File: src/rtl/mmio_input_port.sv
// Read side of the MMIO region: synchronised switches, debounced keys with
// write-1-to-clear press latches, and a registered read word for the CPU.
module mmio_input_port #(
    parameter int NKEYS     = 4,
    parameter int NSW       = 10,
    parameter int DB_CYCLES = 50000
) (
    input  logic             clk,
    input  logic             reset,
    input  logic [31:0]      addr,
    input  logic             memwrite,
    input  logic [31:0]      writedata,
    input  logic [NKEYS-1:0] key_n,
    input  logic [NSW-1:0]   sw,
    output logic [31:0]      io_rdata,
    output logic             key_irq
);

    localparam int CW = $clog2(DB_CYCLES + 1);
    localparam logic [CW-1:0] CMAX = CW'(DB_CYCLES - 1);

    logic [NKEYS-1:0] key_s1, key_s2;
    logic [NSW-1:0]   sw_s1, sw_sync;
    logic [NKEYS-1:0] db_state;
    logic [NKEYS-1:0] press;
    logic [CW-1:0]    cnt [NKEYS];

    logic             io, key_sel, sw_sel;
    logic [NKEYS-1:0] p, flip, rise, clr;
    logic [31:0]      key_word, sw_word;
    logic             unused_bits;

    assign io      = addr[8];
    assign key_sel = io & addr[4];
    assign sw_sel  = io & addr[5];
    assign p       = ~key_s2;
    assign unused_bits = ^{addr, writedata};

    always_comb begin
        flip = '0;
        for (int i = 0; i < NKEYS; i++)
            flip[i] = (p[i] != db_state[i]) && (cnt[i] == CMAX);
    end

    assign rise = flip & p;
    assign clr  = (memwrite & key_sel) ? writedata[8 +: NKEYS] : '0;

    assign key_word = 32'(db_state) | (32'(press) << 8);
    assign sw_word  = 32'(sw_sync);

    always_ff @(posedge clk) begin
        if (reset) begin
            key_s1  <= '1;
            key_s2  <= '1;
            sw_s1   <= '0;
            sw_sync <= '0;
        end else begin
            key_s1  <= key_n;
            key_s2  <= key_s1;
            sw_s1   <= sw;
            sw_sync <= sw_s1;
        end
    end

    // Counter runs only while the synced level disagrees with the debounced one.
    always_ff @(posedge clk) begin
        if (reset) begin
            db_state <= '0;
            for (int i = 0; i < NKEYS; i++) cnt[i] <= '0;
        end else begin
            for (int i = 0; i < NKEYS; i++) begin
                if (p[i] == db_state[i]) begin
                    cnt[i] <= '0;
                end else if (flip[i]) begin
                    db_state[i] <= p[i];
                    cnt[i]      <= '0;
                end else begin
                    cnt[i] <= cnt[i] + 1'b1;
                end
            end
        end
    end

    // A press landing on the same cycle as its clear still wins.
    always_ff @(posedge clk) begin
        if (reset) begin
            press    <= '0;
            io_rdata <= '0;
        end else begin
            press    <= (press & ~clr) | rise;
            io_rdata <= ((key_sel & ~memwrite) ? key_word : 32'h0)
                      | ((sw_sel & ~memwrite) ? sw_word : 32'h0);
        end
    end

    assign key_irq = |press;

endmodule

File: config.mk
export PLATFORM = sky130hd
export DESIGN_NAME = mmio_input_port
export DESIGN_NICKNAME = d
export VERILOG_FILES = /design/src/rtl/mmio_input_port.sv
export SDC_FILE = /design/constraint.sdc
export NUM_CORES = 1
export LEC_CHECK = 0
export ABC_AREA = 1
export CAP_MARGIN = 25
export CORE_MARGIN = 10
export CORE_UTILIZATION = 48
export CTS_BUF_LIST = sky130_fd_sc_hd__clkbuf_2 sky130_fd_sc_hd__clkbuf_4 sky130_fd_sc_hd__clkbuf_8
export CTS_CLUSTER_SIZE = 12
export DETAILED_ROUTE_END_ITERATION = 8
export GPL_ROUTABILITY_DRIVEN = 0
export PLACE_DENSITY_LB_ADDON = 0.12
export REMOVE_ABC_BUFFERS = 1
export SKIP_LAST_GASP = 1
export SYNTH_ARGS = -nofsm -noshare
export SYNTH_HDL_FRONTEND = slang
export SYNTH_SLANG_ARGS = --single-unit
File: constraint.sdc
create_clock -name clk -period 1.38 [get_ports clk]
set_input_delay 0.345 -clock clk [delete_from_list [all_inputs] [get_ports clk]]
set_output_delay 0.345 -clock clk [all_outputs]
set_load 0.02 [all_outputs]
==> results of run 1 <==
==> critical path: cells and delay by family, from the launching register on <==
family / cells / cell delay [ps]
AO/OA/AOI/OAI: 1 / 40
adder cells (fa/ha/maj): 1 / 220
buffers and inverters: 1 / 180
flip-flops: 1 / 380
AND/OR/NAND/NOR: 4 / 470
==> power by group through the flow <==
| stage | Sequential [mW] | Clock (mW) | Combinational, mW |
|---|---|---|---|
| 3_5_place_dp | 3.79 | 0 | 0.547 |
| 5_1_grt | 3.74 | 2.23 | 0.732 |
| 2_1_floorplan | 3.79 | 0 | 0.266 |
| 3_3_place_gp | 3.78 | 0 | 0.538 |
| 6_report | 3.72 | 2.04 | 0.662 |
| 4_1_cts | 3.72 | 2.10 | 0.562 |
==> flip-flops by register name, indices dropped and copies added, names as in the netlist <==
register  cells
key_s1        4
db_state      4
sw_sync      10
io_rdata     12
cnt          64
sw_s1        10
key_s2        4
press         4
==> synthesized netlist by cell type (6+ instances only) <==
cell | number | area share, %
a21oi_1 | 35 | 3.1
buf_4 | 20 | 2.7
dfxtp_1 | 48 | 17
edfxtp_1 | 64 | 34
inv_1 | 95 | 6.4
nand2_1 | 109 | 7.3
nand2_2 | 8 | 0.90
nand3_1 | 38 | 3.4
nand4_1 | 24 | 2.7
nor2_1 | 145 | 9.7
nor2_2 | 8 | 0.90
o21ai_0 | 10 | 0.90
o22ai_1 | 6 | 0.67
or2_2 | 11 | 1.2
xnor2_1 | 7 | 1.1
xor2_1 | 21 | 3.3
==> kinds of logic (layout without fill, tap and decap cells) <==
kind of cell / count (synthesis) / count (layout) / synth area share (%)
other: 2 / 84 / 0.1345
adder cells (fa/ha/maj): 4 / 4 / 0.8961
buffers and inverters: 125 / 249 / 10.30
AO/OA/AOI/OAI: 51 / 51 / 4.704
AND/OR/NAND/NOR: 355 / 355 / 27.96
flip-flops: 112 / 112 / 51.61
XOR/XNOR: 28 / 28 / 4.391
==> how the worst max path moves through the flow <==
stage	slack (ps)	startpoint	depth (start not counted)	end
6_report	-130	cnt[1][1]	7	cnt[1][3]
5_1_grt	-210	cnt[0][7]	7	cnt[0][14]
4_1_cts	-70	cnt[2][0]	7	cnt[2][15]
3_5_place_dp	-250	reset	6	cnt[3][10]
3_3_place_gp	-220	reset	6	cnt[3][11]
2_1_floorplan	-70	cnt[3][0]	6	cnt[3][14]
==> metrics by stage <==
stage,total power [mW],worst slack (ps),utilization [%]
floorplan,4.059,-71.80,-
global placement,4.321,-224.0,60.31
detailed placement,4.336,-246.3,60.31
CTS,6.382,-73.33,63.19
global route,6.703,-213.2,67.83
finish,6.426,-133.6,67.83
==> metal layers <==
| metal | share of wire (%) | GRT usage (%) | vias up |
|---|---|---|---|
| li1 | - | - | 2451 |
| met2 | 53 | 26.49 | 80 |
| met5 | 0 | 0 | - |
| met1 | 42 | 16.27 | 2171 |
| met4 | 1.3 | 5.497 | 0 |
| met3 | 3.1 | 2.936 | 13 |
==> final cells by class <==
cell class / instances / area share [%]
multi-input cells: 522 / 37.84
flip-flops and latches: 112 / 37.29
repair buffers: 136 / 15.19
inverters: 97 / 4.733
well taps: 143 / 2.310
clock buffers: 11 / 1.955
clock inverters: 5 / 0.6947
==> what timing repair did <==
action,CTS,global route
pin swaps,7,43
endpoints found under the setup margin,77,77
setup buffers,4,13
resized for setup,70,114
gates cloned,1,2
==> layout by cell type (no fill, tap or decap), types with 8 or more instances in the layout <==
cell type and instances:
nand3_1 28, or2_2 11, a21oi_2 18, clkbuf_8 11, nor2_1 107, a21oi_1 14
nor2_2 22, conb_1 84, nand3_2 8, dfxtp_1 44, nand2_1 107, inv_2 8
xor2_1 15, nor2_4 25, inv_1 87, clkdlybuf4s50_1 23, edfxtp_1 64, buf_4 89
nand4_1 24
==> out/results.txt, run 1 <==
Synthesis-stage register bit count - 112
Net switching power - 1.555 mW
IO Port Bufs - 36
Post-DP Area - 6887 µm²
Combinational power share - 10.3%
Seq pwr share - 57.9%
Final setup vio count - 64
Violated checks - negative setup slack
# rows - 39
Routed Antenna Nets - 0
Setup slack after layout - -133.6 ps
Average cell area after synthesis - 8.250 µm²
Max_cap viols - 0
Layout cell share with drive strength beyond 1 - 28.88%
Worst Hold Launch - sw_s1[1]
Root Buffer - clkbuf_8
Finished Layout Cells - 1,026
Clock transition at path regs - 90 ps
CP cell instances - ha_2 -> nand3_4 -> nor2_4 -> nand3_2 -> nand2_4 -> clkbuf_16 -> a21oi_2
Post-synth EDFFs - 64
Vias in the first global route - 4,634
Chip width - 127.9 µm
CTS H-tree depth - 3
Drt wl/cell - 12.28 µm
Nets@finish - 963
Worst EP required - 1520 ps
R2r setup slk - -130 ps
Slew Limit Fails - 0
Vias per cell - 4.596
Clk pwr share - 31.8%
Num CTS Buffers - 9
Worst Setup Start Kind - register
Via count - 4,715
Final worst path period need - 1514 ps
Power Dens Cells - 829.7 nW/µm²
Ant. Diodes - 0
Syn Inst Count - 677
Register Area - 2888 µm²
Hold Path End - sw_sync[1]
Ys async rst share - 0%
Placed cells - 994
CP max stage cell - edfxtp_1
Grt total ovfl - 0
R2R depth - 7
Die height - 127.9 µm
Ratio of final minimum period to clock period - 109.7%
Max IR drop VDD - 643.3 µV
Worst R2R End - cnt[1][3]
Max Clk Rate - 660.7 MHz
WHS Path Cells - 2
Initial antenna violation count - 0
1st-iter DRT viols - 262
Worst hold-check path type - reg2reg
Crit-path max cell delay - 380 ps
# clock sinks - 112
Reg-to-reg critical path startpoint - cnt[1][1]
Detailed Route WL - 12.60 mm
Setup repair after global routing missed its margin - true
Hold Buf Count CTS - 0
# fillers - 926
Pint - 4.871 mW
Multi-input gate area - 2930 µm²
Core box area - 11,420 µm²
Effective utilization at floorplan - 48.92%
Sw frac - 24.20%
Worst skew pair latency - 380 ps
Count of final hold-check violations - 0
WHS - 408.9 ps
Yosys warns - 0
Register area share after synthesis - 51.61%
Top FF cell, synth - edfxtp_1
Post-synthesis cell area - 5585 µm²
Largest net degree at the start of global routing - 18
Layout area overhead - 38.66%
Detailed placer's ending HPWL - 8.975 mm
CTS tree - built
IO Pins - 114
1st-pass router iterations - 5
Leak - 3.185 nW
Global-route wire length before repair - 19.82 mm
Post-route cell area - 7745 µm²
Max clock buf depth - 2
Run status - finished with violations
Die area - 16,350 µm²
Final setup skew - 10.26 ps
Kind of critical path - reg2reg
Library cells used by synthesis - 32
Tot GR Track Use - 14.55%
Arr. time, crit path - 1660 ps
CP max FO - 8
Drc violations - 0
Sum Neg Setup Slack - -5303 ps
Crit end category - register
(Power assumes the default switching activity.)
==> inputs of run 2 (changes only) <==
--- a/constraint.sdc
+++ b/constraint.sdc
@@ -3,2 +3,2 @@
 set_output_delay 0.345 -clock clk [all_outputs]
-set_load 0.02 [all_outputs]
+set_load 0.1 [all_outputs]
==> run 2 against run 1 <==
Net effect:
- sequential power about the same
- sequential share of layout area is 0.87 points lower
- wire length grew 2.2%
- via count rose by 3.5%
- power increased by 5.0%
- clock skew hardly changed
- combinational power grew 30%
- critical endpoint is now cnt[2][6]
- die area unchanged
- largest power group unchanged
- the run still ends with negative setup slack left
==> out/results.txt, run 2 (synthesized netlist as in run 1, its figures left out) <==
Run status - finished with violations
Violated checks - negative setup slack
Die area - 16,350 µm² (unchanged)
Via count - 4,882 (+3.5%)
Worst Setup Start Kind - register
Worst EP required - 1520 ps (about the same)
Most flops, register - cnt
Grt total ovfl - 0 (unchanged)
1st-iter DRT viols - 340 (+30%)
Chip width - 127.9 µm (unchanged)
Seq pwr share - 55.2% (-2.7 points)
Design Power - 6.744 mW (+5.0%)
Drt wl/cell - 12.45 µm (+1.4%)
Clock transition at path regs - 110 ps (+20 ps)
Drc violations - 0 (unchanged)
Max clock buf depth - 2 (unchanged)
Commonest non-fill, non-tap cell in the layout - nor2_1
Setup repair after global routing missed its margin - true
CTS tree - built
Initial antenna violation count - 0 (unchanged)
R2r setup slk - -100 ps (+30 ps)
# clock sinks - 112 (unchanged)
CTS H-tree depth - 3 (unchanged)
Final setup vio count - 65 (+1.6%)
Finished Layout Cells - 1,034 (+0.78%)
Max IR drop VDD - 780.1 µV (+21%)
Pint - 5.005 mW (+2.8%)
1st-pass router iterations - 6 (+1)
Max_cap viols - 0 (unchanged)
IO Port Bufs - 36 (unchanged)
Nets@finish - 971 (+0.83%)
Net switching power - 1.739 mW (+12%)
Crit end category - register
Slew Limit Fails - 0 (unchanged)
Placed cells - 996 (+0.20%)
Setup slack after layout - -99.78 ps (+33.83 ps)
Most frequent cells in the layout - nor2_1, nand2_1, buf_4
Detailed Route WL - 12.87 mm (+2.2%)
Vias per cell - 4.721 (+2.7%)
Power Dens Cells - 850.9 nW/µm² (+2.6%)
Core box area - 11,420 µm² (unchanged)
Layout cell share with drive strength beyond 1 - 28.28% (-0.60 points)
CP max FO - 3 (-5)
Layout area overhead - 41.91%
Largest net degree at the start of global routing - 18 (unchanged)
Ant. Diodes - 0 (unchanged)
IO Pins - 114 (unchanged)
Hold Buf Count CTS - 0 (unchanged)
# rows - 39 (unchanged)
Routed Antenna Nets - 0 (unchanged)
Max Clk Rate - 675.8 MHz (+2.3%)
Top Registers - cnt (64), io_rdata (12)
Vias in the first global route - 4,783 (+3.2%)
Global-route wire length before repair - 20.54 mm (+3.6%)
Max reg flops - 64 (unchanged)
Final core utilization - 69.42% (+1.6 points)
Final worst path period need - 1480 ps (-33.83 ps)
Ratio of final minimum period to clock period - 107.2% (-2.5 points)
Worst hold-check path type - reg2reg
Sw frac - 25.79% (+1.6 points)
Die height - 127.9 µm (unchanged)
Final setup skew - 10.57 ps (+0.3058 ps)
Count of final hold-check violations - 0 (unchanged)
Worst skew pair latency - 380 ps (about the same)
Root Buffer - clkbuf_8
Leak - 3.273 nW (+2.7%)
Tot GR Track Use - 15.18% (+0.63 points)
Combinational power share - 12.7% (+2.4 points)
Num CTS Buffers - 9 (unchanged)
Detailed placer's ending HPWL - 9.061 mm (+0.95%)
Effective utilization at floorplan - 48.92% (unchanged)
Kind of critical path - reg2reg
Arr. time, crit path - 1620 ps (-40 ps)
Clk pwr share - 32.0% (+0.2 points)
-- run 2: cell type report --
type / instances / area, µm²
Fill cell: 899 / 3492
Multi-Input combinational cell: 523 / 2895
Sequential cell: 112 / 2887
Timing Repair Buffer: 143 / 1383
Inverter: 97 / 364.1
Tap cell: 143 / 178.9
Clock buffer: 10 / 137.6
Clock inverter: 6 / 81.33
-- run 2: final timing paths --
| kind | startpoint | to | depth (start not counted) |
|---|---|---|---|
| min reg2reg | sw_s1[6] | sw_sync[6] | 2 |
| max reg2reg | cnt[2][1] | cnt[2][6] | 6 |
| min | sw_s1[6] | sw_sync[6] | 2 |
| max | cnt[2][1] | cnt[2][6] | 6 |
-- run 2: timing repair --
action | 4_1_cts | 5_1_grt
pin swaps | 16 | 43
setup endpoints to repair | 65 | 71
cloned | 1 | 1
buffers inserted | 10 | 15
gates resized for setup | 42 | 87
-- run 2: power groups by stage --
stage | Combinational, mW | Sequential (mW) | Clock, mW
3_5_place_dp | 0.752 | 3.79 | 0
6_report | 0.858 | 3.73 | 2.16
2_1_floorplan | 0.454 | 3.80 | 0
4_1_cts | 0.777 | 3.72 | 2.22
5_1_grt | 0.930 | 3.74 | 2.36
3_3_place_gp | 0.744 | 3.78 | 0
-- run 2: layer usage --
metal | share of wire, % | GRT usage [%] | wire length [µm] | vias up
met3 | 3.5 | 4.260 | 456 | 20
met5 | 0 | 0 | 0 | -
met4 | 1.6 | 4.768 | 203 | 0
met2 | 54 | 27.84 | 7014 | 82
met1 | 40 | 16.44 | 5199 | 2306
li1 | - | - | - | 2474
-- run 2: per-stage QoR --
step / hold WS (ps) / cell area, µm² / TNS (ps) / setup slack [ps]
finish: 404.8 / 7926 / -3169 / -99.78
global route: 427.1 / 7926 / -8344 / -186.9
CTS: 410.2 / 7470 / -2241 / -96.57
detailed placement: 393.2 / 7034 / -15350 / -289.2
global placement: 391.5 / 7034 / -14650 / -282.2
floorplan: 388.3 / 5682 / -2987 / -213.3
-- run 2: critical path, cell delays in order, from the launching register on --
cell	delay, ps
edfxtp_1	390
ha_2	220
buf_4	130
nand3_1	110
nor2_2	170
xor2_1	160
nor2_1	60
